$ cat src/rtl/iterative_signed_or_unsigned_mul.sv
// -----------------------------------------------------------------------------
// iterative_signed_or_unsigned_mul
//
// Radix-2 shift-add multiplier. n-bit operands, 2n-bit product, one adder,
// n cycles of iteration per product. Each operand independently selects
// two's-complement or unsigned interpretation. The datapath works on unsigned
// magnitudes; the product sign is re-applied on the last iteration.
//
// Ports:
//   clk         rising-edge clock
//   rst_n       asynchronous active-low reset
//   up_valid    operands a/b/a_signed/b_signed are valid
//   up_ready    block can accept operands this cycle (combinational)
//   a, b        multiplicand, multiplier (n bits)
//   a_signed    1: a is two's complement, 0: unsigned
//   b_signed    1: b is two's complement, 0: unsigned
//   down_valid  res holds a finished product
//   down_ready  consumer takes res this cycle
//   res         product (2n bits), two's complement if either operand signed
// -----------------------------------------------------------------------------
module iterative_signed_or_unsigned_mul #(
  parameter int n = 8
) (
  input  logic             clk,
  input  logic             rst_n,
  input  logic             up_valid,
  output logic             up_ready,
  input  logic [n-1:0]     a,
  input  logic [n-1:0]     b,
  input  logic             a_signed,
  input  logic             b_signed,
  output logic             down_valid,
  input  logic             down_ready,
  output logic [2*n-1:0]   res
);

  localparam int CW = $clog2(n);
  localparam logic [CW-1:0] CNT_LAST = CW'(n - 1);

  typedef enum logic [1:0] {
    IDLE,
    BUSY,
    DONE
  } state_t;

  state_t           state;
  state_t           state_nxt;

  logic [CW-1:0]    cnt;
  logic [2*n-1:0]   acc;
  logic [2*n-1:0]   mcand;
  logic [n-1:0]     mplier;
  logic             neg_q;

  logic             accept;
  logic             last_iter;
  logic [2*n-1:0]   addend;
  logic [2*n-1:0]   acc_sum;
  logic [n-1:0]     mag_a;
  logic [n-1:0]     mag_b;
  logic             neg_a;
  logic             neg_b;

  // Unsigned magnitude of an operand. The most negative signed value maps to
  // 2^(n-1), which still fits in n bits because the result is read unsigned.
  function automatic logic [n-1:0] magnitude(input logic [n-1:0] v,
                                             input logic          is_neg);
    return is_neg ? (~v + n'(1)) : v;
  endfunction

  // Re-apply the product sign. Negating zero wraps back to zero, so a zero
  // product never comes out as a negative pattern.
  function automatic logic [2*n-1:0] apply_sign(input logic [2*n-1:0] v,
                                                input logic            is_neg);
    return is_neg ? (~v + (2*n)'(1)) : v;
  endfunction

  always_comb begin
    neg_a     = a_signed & a[n-1];
    neg_b     = b_signed & b[n-1];
    mag_a     = magnitude(a, neg_a);
    mag_b     = magnitude(b, neg_b);

    up_ready   = (state == IDLE) || ((state == DONE) && down_ready);
    down_valid = (state == DONE);
    accept     = up_valid & up_ready;

    last_iter = (state == BUSY) && (cnt == CNT_LAST);
    addend    = mplier[0] ? mcand : '0;
    acc_sum   = acc + addend;
  end

  always_comb begin
    state_nxt = state;
    unique case (state)
      IDLE: begin
        if (accept) state_nxt = BUSY;
      end
      BUSY: begin
        if (last_iter) state_nxt = DONE;
      end
      DONE: begin
        // Accept and drain in the same edge skips the IDLE bubble.
        if (accept)          state_nxt = BUSY;
        else if (down_ready) state_nxt = IDLE;
      end
      default: state_nxt = IDLE;
    endcase
  end

  always_ff @(posedge clk or negedge rst_n) begin
    if (!rst_n) begin
      state <= IDLE;
    end else begin
      state <= state_nxt;
    end
  end

  // --- operand capture / iteration / result write ---
  always_ff @(posedge clk or negedge rst_n) begin
    if (!rst_n) begin
      cnt    <= '0;
      acc    <= '0;
      mcand  <= '0;
      mplier <= '0;
      neg_q  <= 1'b0;
      res    <= '0;
    end else if (accept) begin
      cnt    <= '0;
      acc    <= '0;
      mcand  <= {{n{1'b0}}, mag_a};
      mplier <= mag_b;
      neg_q  <= neg_a ^ neg_b;
    end else if (state == BUSY) begin
      acc    <= acc_sum;
      mcand  <= mcand << 1;
      mplier <= mplier >> 1;
      cnt    <= cnt + CW'(1);
      if (last_iter) begin
        res <= apply_sign(acc_sum, neg_q);
      end
    end
  end

endmodule

$ cat config.mk
export PLATFORM = sky130hd
export DESIGN_NAME = iterative_signed_or_unsigned_mul
export DESIGN_NICKNAME = d
export VERILOG_FILES = /design/src/rtl/iterative_signed_or_unsigned_mul.sv
export SDC_FILE = /design/constraint.sdc
export NUM_CORES = 1
export LEC_CHECK = 0
export BUFFER_PORTS_ARGS = -buffer_cell sky130_fd_sc_hd__buf_2
export CAP_MARGIN = 10
export CORE_MARGIN = 1.5
export CORE_UTILIZATION = 45
export DETAILED_ROUTE_END_ITERATION = 8
export SYNTH_ARGS = -nofsm -noshare
export SYNTH_HDL_FRONTEND = slang
export SYNTH_SLANG_ARGS = --single-unit
$ cat constraint.sdc
create_clock -name clk -period 4.6 [get_ports clk]
set_input_delay 0.92 -clock clk [delete_from_list [all_inputs] [get_ports clk]]
set_output_delay 0.92 -clock clk [all_outputs]
set_load 0.05 [all_outputs]
==> summary.txt, run 1 <==
Floorplan
  – Die area: 9350 µm²
  – Starting Density: 0.474
  – Die Height: 96.7 µm
  – Core Region: roughly 8300 µm²
  – IO Pins: 40
  – Die Span X: 96.7 µm
  – Site row count: 33

Global route
  – Largest net degree at the start of global routing: 43
  – Antenna violations before repair: 0
  – First-pass GRT wire length: ~15000 µm
  – Total grt overflow: 0
  – Tot GR Track Use: 0.196
  – Vias in the first global route: around 3200

Power and ir drop
  – PwrDens: 826 nW/µm²
  – Pleak: 2.10 nW
  – Peak VDD IR: around 0.00046 V

Synth
  – Register area share after synthesis: 0.393
  – Synth Area per Inst: between 8 and 9 µm²
  – Ranking of synthesized cells by area: dfrtp_1 (39%), nand2_1 (8.9%), ha_1 (6.3%)
  – Cell area after synthesis: 3950 µm²
  – Yosys warns: 0
  – Post-synthesis compound-gate area fraction: 0.188
  – Prevailing post-synth register cell: dfrtp_1
  – EDFF count, synth: 0
  – #FFs+latches synth: 62
  – Synth Instances: about 460
  – Mux cell area share after synthesis: 0.00507
  – Area leader, netlist: dfrtp_1
  – Xor/xnor share of the synthesized area: 0.0843
  – Adder and majority gate portion of the synthesized area: 0.0684
  – Largest family of logic cells by synthesized area: simple AND/OR/NAND/NOR gates
  – Post-synth top area share: 0.393
  – Async SR Flop Fraction: 1.00
  – Syn_nets: 500
  – Distinct cells, synth: 53
  – Synth Area in Simple Gates: 0.222

Clock tree
  – CTS Buf Count: 9
  – Worst-path clk slew: 0.07 ns
  – CTS H-tree depth: 3
  – Post-CTS setup buffer count: 0
  – Number of hold buffers added after cts: 0
  – Root Driver: clkbuf_8
  – Longest Clk Path Bufs: 2
  – Clock Sinks: 62
  – Clock Latency Late Sink: ~0.34 ns
  – Post-CTS resize count: 0
  – TritonCTS clock tree: yes

Status
  – Outcome: finished, final reports clean

Timing
  – Max Slew Vio Count: 0
  – Slew headroom: 0.401
  – Hold Fails Final Rpt: 0
  – RSZ-0062 raised after global routing: false
  – Total negative slack: 0 ns
  – Fmax: 269 MHz
  – Fin crit share: 0.807
  – Tightest Pin Transition: 0.896 ns
  – Clk_skew: between 0.009 and 0.01 ns
  – Setup violations, final: 0
  – Minimum clock period: 3.71 ns

Place
  – Placed Area: 4190 µm²
  – HPWL after DPL: 5960 µm
  – Final GP Congestion: 0.827
  – Port Buf Inserts: 39

Setup path
  – Arr. time, crit path: just under 4 ns
  – Kind of cell adding the most delay to the critical path: compound AO/OA/AOI/OAI gates
  – Worst path most repeated cell: xor2_1
  – Crit start category: flop
  – Crit path cell chain: and2_1 -> ha_1 -> fa_1 -> a21o_2 -> a221oi_2 -> o211ai_1 -> nand2_1 -> xor2_1 -> nand4b_2 -> o41ai_1 -> xor2_1 -> o21ai_1
  – Max incr delay on CP: 0.53 ns
  – Crit Path Category: flop to flop
  – Slowest stage cell, crit path: dfrtp_1
  – Worst Setup End Kind: flop
  – Worst-path fanout max: 17
  – WP buf/inv: 0
  – Worst path required time: approximately 4.8 ns

Drt
  – Drt wl/cell: around 14 µm
  – Initial DRT Pass Iterations: 5
  – Via-to-Cell Ratio: approximately 5.5
  – DR vias: 3293
  – Initial DRC count: 100
  – Routed Antenna Nets: 0
  – Final routed DRC violation total: 0
  – Total routed wirelength: 8470 µm

Min path
  – Type of the tightest min-delay check: flop to flop

Cells and area
  – Final Instance Area: 4390 µm²
  – Syn-to-layout area delta: 11.2%
  – Register area: 1550 µm²
  – Ant diodes: 0
  – Fill count: 793
  – Area of the multi-input gates: 2250 µm²
  – Nets: ~530
  – Layout cell share with drive strength beyond 1: 0.149

Flow run
  – Max cap viols: 0
[where the power goes]
group	switching, W	leakage (nW)	internal, W
registers	0.000179	0.770	0.000809
clock network	0.000213	0.0996	0.000280
logic	0.00138	1.23	0.000771
[layout by cell type (no fill, tap or decap), drive strengths merged, types with 6 or more instances in the layout]
cell,n
nand3,25
o21ai,48
a21oi,11
clkbuf,13
inv,10
nand2,94
nor3,6
xnor2,15
a31oi,16
dfrtp,62
nor2,27
xor2,23
ha,20
a21o,8
and2,16
buf,43
[worst register-to-register path: cells and delay by family (launching register included)]
family | cells | cell delay (ns)
XOR/XNOR | 2 | 0.53
flip-flops | 1 | 0.53
AND/OR/NAND/NOR | 3 | 0.55
AO/OA/AOI/OAI | 5 | 1.32
adder cells (fa/ha/maj) | 2 | 0.64
[layer usage]
| layer | vias up | track usage | wire (µm) |
|---|---|---|---|
| li1 | 1661 | - | - |
| met1 | 1538 | 0.267 | 4190 |
| met2 | 83 | 0.308 | 3780 |
| met3 | 11 | 0.0332 | 370 |
| met4 | 0 | 0.0825 | 129 |
| met5 | - | 0 | 0 |
[stage by stage]
stage / cells / util / total power (W) / setup WS (ns) / hold slack [ns]
after floorplan: 457 / - / 0.00271 / 1.28 / 0.464
after CTS: 600 / 0.527 / 0.00366 / 0.845 / 0.481
after global routing: 600 / 0.527 / 0.00399 / 0.474 / 0.499
after detailed placement: 584 / 0.503 / 0.00315 / 0.875 / 0.466
after global placement: 584 / 0.503 / 0.00310 / 1.03 / 0.457
final: 600 / 0.527 / 0.00363 / 0.888 / 0.471
[path summary, 6_finish.rpt]
check	startpoint	endpoint	slack [ns]	cells past startpoint
min in group asynchronous	rst_n	res[1]	0.56	1
worst max-delay path	mplier[0]	res[14]	0.89	12
max in group asynchronous	rst_n	mplier[4]	3.13	2
worst max register to register	mplier[0]	res[14]	0.89	12
worst min register to register	res[10]	res[10]	0.47	2
worst min-delay path	res[10]	res[10]	0.47	2
[state kept, by name, indices dropped and copies added, names as in the netlist]
name    flops
neg_q       1
mplier      8
mcand      16
res        16
state       2
acc        16
cnt         3
[cells in the mapped netlist (all sizes together) (3+ instances only)]
master	instances
a211o	5
a21o	8
a21oi	11
a22o	4
a31oi	16
and2	16
clkbuf	18
dfrtp	62
ha	20
inv	10
nand2	94
nand3	25
nor2	27
nor2b	5
nor3	6
o211ai	3
o21ai	48
o31ai	5
xnor2	15
xor2	23
[final cells by class]
class                   count  area share
clock inverters             3     0.00968
well taps                 105      0.0299
inverters                  10     0.00854
clock buffers              13      0.0362
multi-input cells         364       0.511
flip-flops and latches     62       0.353
repair buffers             43      0.0513
[cells by family (layout without fill, tap and decap cells)]
kind of cell	count (synthesis)	after routing
xor+xnor	38	38
buf+inv	31	69
simple gates	190	190
flops	62	62
mux	2	2
compound gates	113	113
fa+ha+maj	21	21
(Power assumes the default switching activity.)
==> run 2: changes to the inputs <==
--- a/config.mk
+++ b/config.mk
@@ -10,6 +10,7 @@
 export CORE_MARGIN = 1.5
 export CORE_UTILIZATION = 45
 export DETAILED_ROUTE_END_ITERATION = 8
+export PLACE_DENSITY = 0.66
 export SYNTH_ARGS = -nofsm -noshare
 export SYNTH_HDL_FRONTEND = slang
 export SYNTH_SLANG_ARGS = --single-unit
==> constraint.sdc (replaced) <==
create_clock -name clk -period 3.13 [get_ports clk]
set_input_delay 0.626 -clock clk [delete_from_list [all_inputs] [get_ports clk]]
set_output_delay 0.626 -clock clk [all_outputs]
set_load 0.05 [all_outputs]
==> summary.txt, run 2 (synthesis gave the netlist of run 1 again) <==
Status
  – Outcome: finished, final reports clean

Drt
  – Routed Antenna Nets: 0 (unchanged)
  – Final routed DRC violation total: 0 (unchanged)
  – Initial DRC count: 137 (+37%)
  – Total routed wirelength: 8670 µm (+2.4%)
  – DR vias: 3364 (+2.2%)
  – Drt wl/cell: 13.8 µm (-2.4%)
  – Via-to-Cell Ratio: 5.35 (-2.6%)
  – Initial DRT Pass Iterations: 4 (-1)

Setup path
  – Crit start category: flop
  – Worst reg2reg path endpoint: res[15]
  – Worst setup endpoint: res[15]
  – WP buf/inv: 1 (+1)
  – Worst-path fanout max: 6 (-11)
  – Levels on crit path: 13 (+1)
  – Worst Setup End Kind: flop
  – Kind of cell adding the most delay to the critical path: compound AO/OA/AOI/OAI gates
  – FF-to-FF path depth: 13 (+1)
  – Crit path from: mplier[0]
  – Slowest stage cell, crit path: dfrtp_1
  – Arr. time, crit path: 3.32 ns (-0.58 ns)
  – Worst path required time: 3.32 ns (-1.47 ns)
  – Crit path cell chain: and2_4 -> ha_4 -> fa_2 -> a21o_4 -> a221oi_4 -> nor3_1 -> a211o_1 -> a21oi_2 -> xnor2_2 -> buf_4 -> o41ai_4 -> xnor2_1 -> o21ai_1
  – Reg2reg start: mplier[0]
  – R2r setup slk: 0.004 ns (-0.88 ns)
  – Crit Path Category: flop to flop
  – Max incr delay on CP: 0.42 ns (-0.11 ns)

Timing
  – Minimum clock period: 3.13 ns (-0.586 ns)
  – Final worst slack: 0.00404 ns (-0.884 ns)
  – Total negative slack: 0 ns (unchanged)
  – Hold Fails Final Rpt: 0 (unchanged)
  – Slew headroom: 0.428 (+0.0271)
  – Clk_skew: 0.0111 ns (+0.00138 ns)
  – Fin crit share: 0.999 (+0.192)
  – Fmax: 320 MHz (+19%)
  – Worst hold slack: 0.448 ns (-0.0224 ns)
  – Tightest Pin Transition: 0.855 ns (-0.0405 ns)
  – RSZ-0062 raised after global routing: true
  – Setup violations, final: 0 (unchanged)
  – Max Slew Vio Count: 0 (unchanged)

Cells and area
  – Commonest non-fill, non-tap cell in the layout: nand2_1
  – Most frequent cells in the layout: nand2_1 (93), dfrtp_1 (62), o21ai_0 (42)
  – Nets: 563 (+5.6%)
  – Ant diodes: 0 (unchanged)
  – Post-Layout Cell Count: 629 (+4.8%)
  – Syn-to-layout area delta: 20.7%
  – Layout cell share with drive strength beyond 1: 0.235 (+0.0852)
  – Biggest regs: acc (16), mcand (16), res (16)

Floorplan
  – Starting Density: 0.474 (unchanged)
  – Die Height: 96.7 µm (unchanged)
  – Die area: 9350 µm² (unchanged)
  – IO Pins: 40 (unchanged)
  – Site row count: 33 (unchanged)
  – Core Region: 8340 µm² (unchanged)
  – Die Span X: 96.7 µm (unchanged)

Clock tree
  – CTS Buf Count: 9 (unchanged)
  – Worst-path clk slew: 0.07 ns (about the same)
  – Longest Clk Path Bufs: 2 (unchanged)
  – Root Driver: clkbuf_8
  – Clock Latency Late Sink: 0.34 ns (about the same)
  – Clock Sinks: 62 (unchanged)
  – CTS H-tree depth: 3 (unchanged)
  – TritonCTS clock tree: yes
  – Number of hold buffers added after cts: 0 (unchanged)

Global route
  – Total grt overflow: 0 (unchanged)
  – First-pass GRT wire length: 15000 µm (-1.3%)
  – Vias in the first global route: 3293 (+1.9%)
  – Tot GR Track Use: 0.194 (-0.00167)
  – Antenna violations before repair: 0 (unchanged)
  – Largest net degree at the start of global routing: 63 (+47%)

Power and ir drop
  – PwrDens: 1270 nW/µm² (+54%)
  – Pleak: 2.27 nW (+8.4%)
  – Peak VDD IR: 0.000947 V (+110%)

Flow run
  – Max cap viols: 0 (unchanged)

Place
  – Inst Count DP: 610 (+4.5%)
  – Final GP Congestion: 0.820 (-0.75%)
  – Setup WS pre-CTS: -0.0271 ns (-0.902 ns)
  – Port Buf Inserts: 39 (unchanged)
  – HPWL after DPL: 6320 µm (+6.1%)

Min path
  – Type of the tightest min-delay check: primary input to asynchronous set/reset pin
run 2: changes by cell type in the layout (fill, tap and decap cells not counted), sizes merged:
cell    previous run  this run
buf               43        73
clkbuf            13        11
clkinv             1         2
run 2: report_power, final:
| group | switching (W) | internal (W) |
|---|---|---|
| clock network | 0.000307 | 0.000382 |
| logic | 0.00229 | 0.00164 |
| registers | 0.000264 | 0.00119 |
| total | 0.00286 | 0.00321 |
run 2: area by class of cell:
class,count,area (µm²)
tap,105,131
clock buffer,11,141
multi-input combinational,364,2410
fill,762,3570
clock inverter,4,47.5
inverter,10,37.5
timing repair buffer,73,450
sequential,62,1550
run 2: metal layers:
layer | global-route usage | part of all wire | vias up
li1 | - | - | 1724
met4 | 0.0736 | 0.019 | 0
met3 | 0.0340 | 0.033 | 15
met2 | 0.306 | 0.45 | 60
met5 | 0 | 0 | -
met1 | 0.267 | 0.50 | 1565
run 2: worst min path at each step:
stage,end,slack (ns),startpoint,cells after the start
after global routing,res[12],0.49,res[12],2
after detailed placement,res[12],0.46,res[12],2
after floorplan,acc[0],0.33,rst_n,0
final,res[2],0.45,rst_n,2
after CTS,res[2],0.47,rst_n,2
after global placement,res[11],0.46,res[11],2
run 2: repair_timing:
item,CTS,global route
hold endpoints to repair,0,0
pin swaps,8,11
gates cloned,0,0
setup endpoints to repair,2,8
buffers inserted,2,2
gates resized for setup,5,21
run 2: through the flow:
| stage | instance area (µm²) | util | total power, W |
|---|---|---|---|
| floorplan | 3990 | - | 0.00404 |
| global placement | 4420 | 0.530 | 0.00502 |
| detailed placement | 4420 | 0.530 | 0.00512 |
| CTS | 4640 | 0.556 | 0.00588 |
| global route | 4770 | 0.571 | 0.00662 |
| finish | 4770 | 0.571 | 0.00607 |
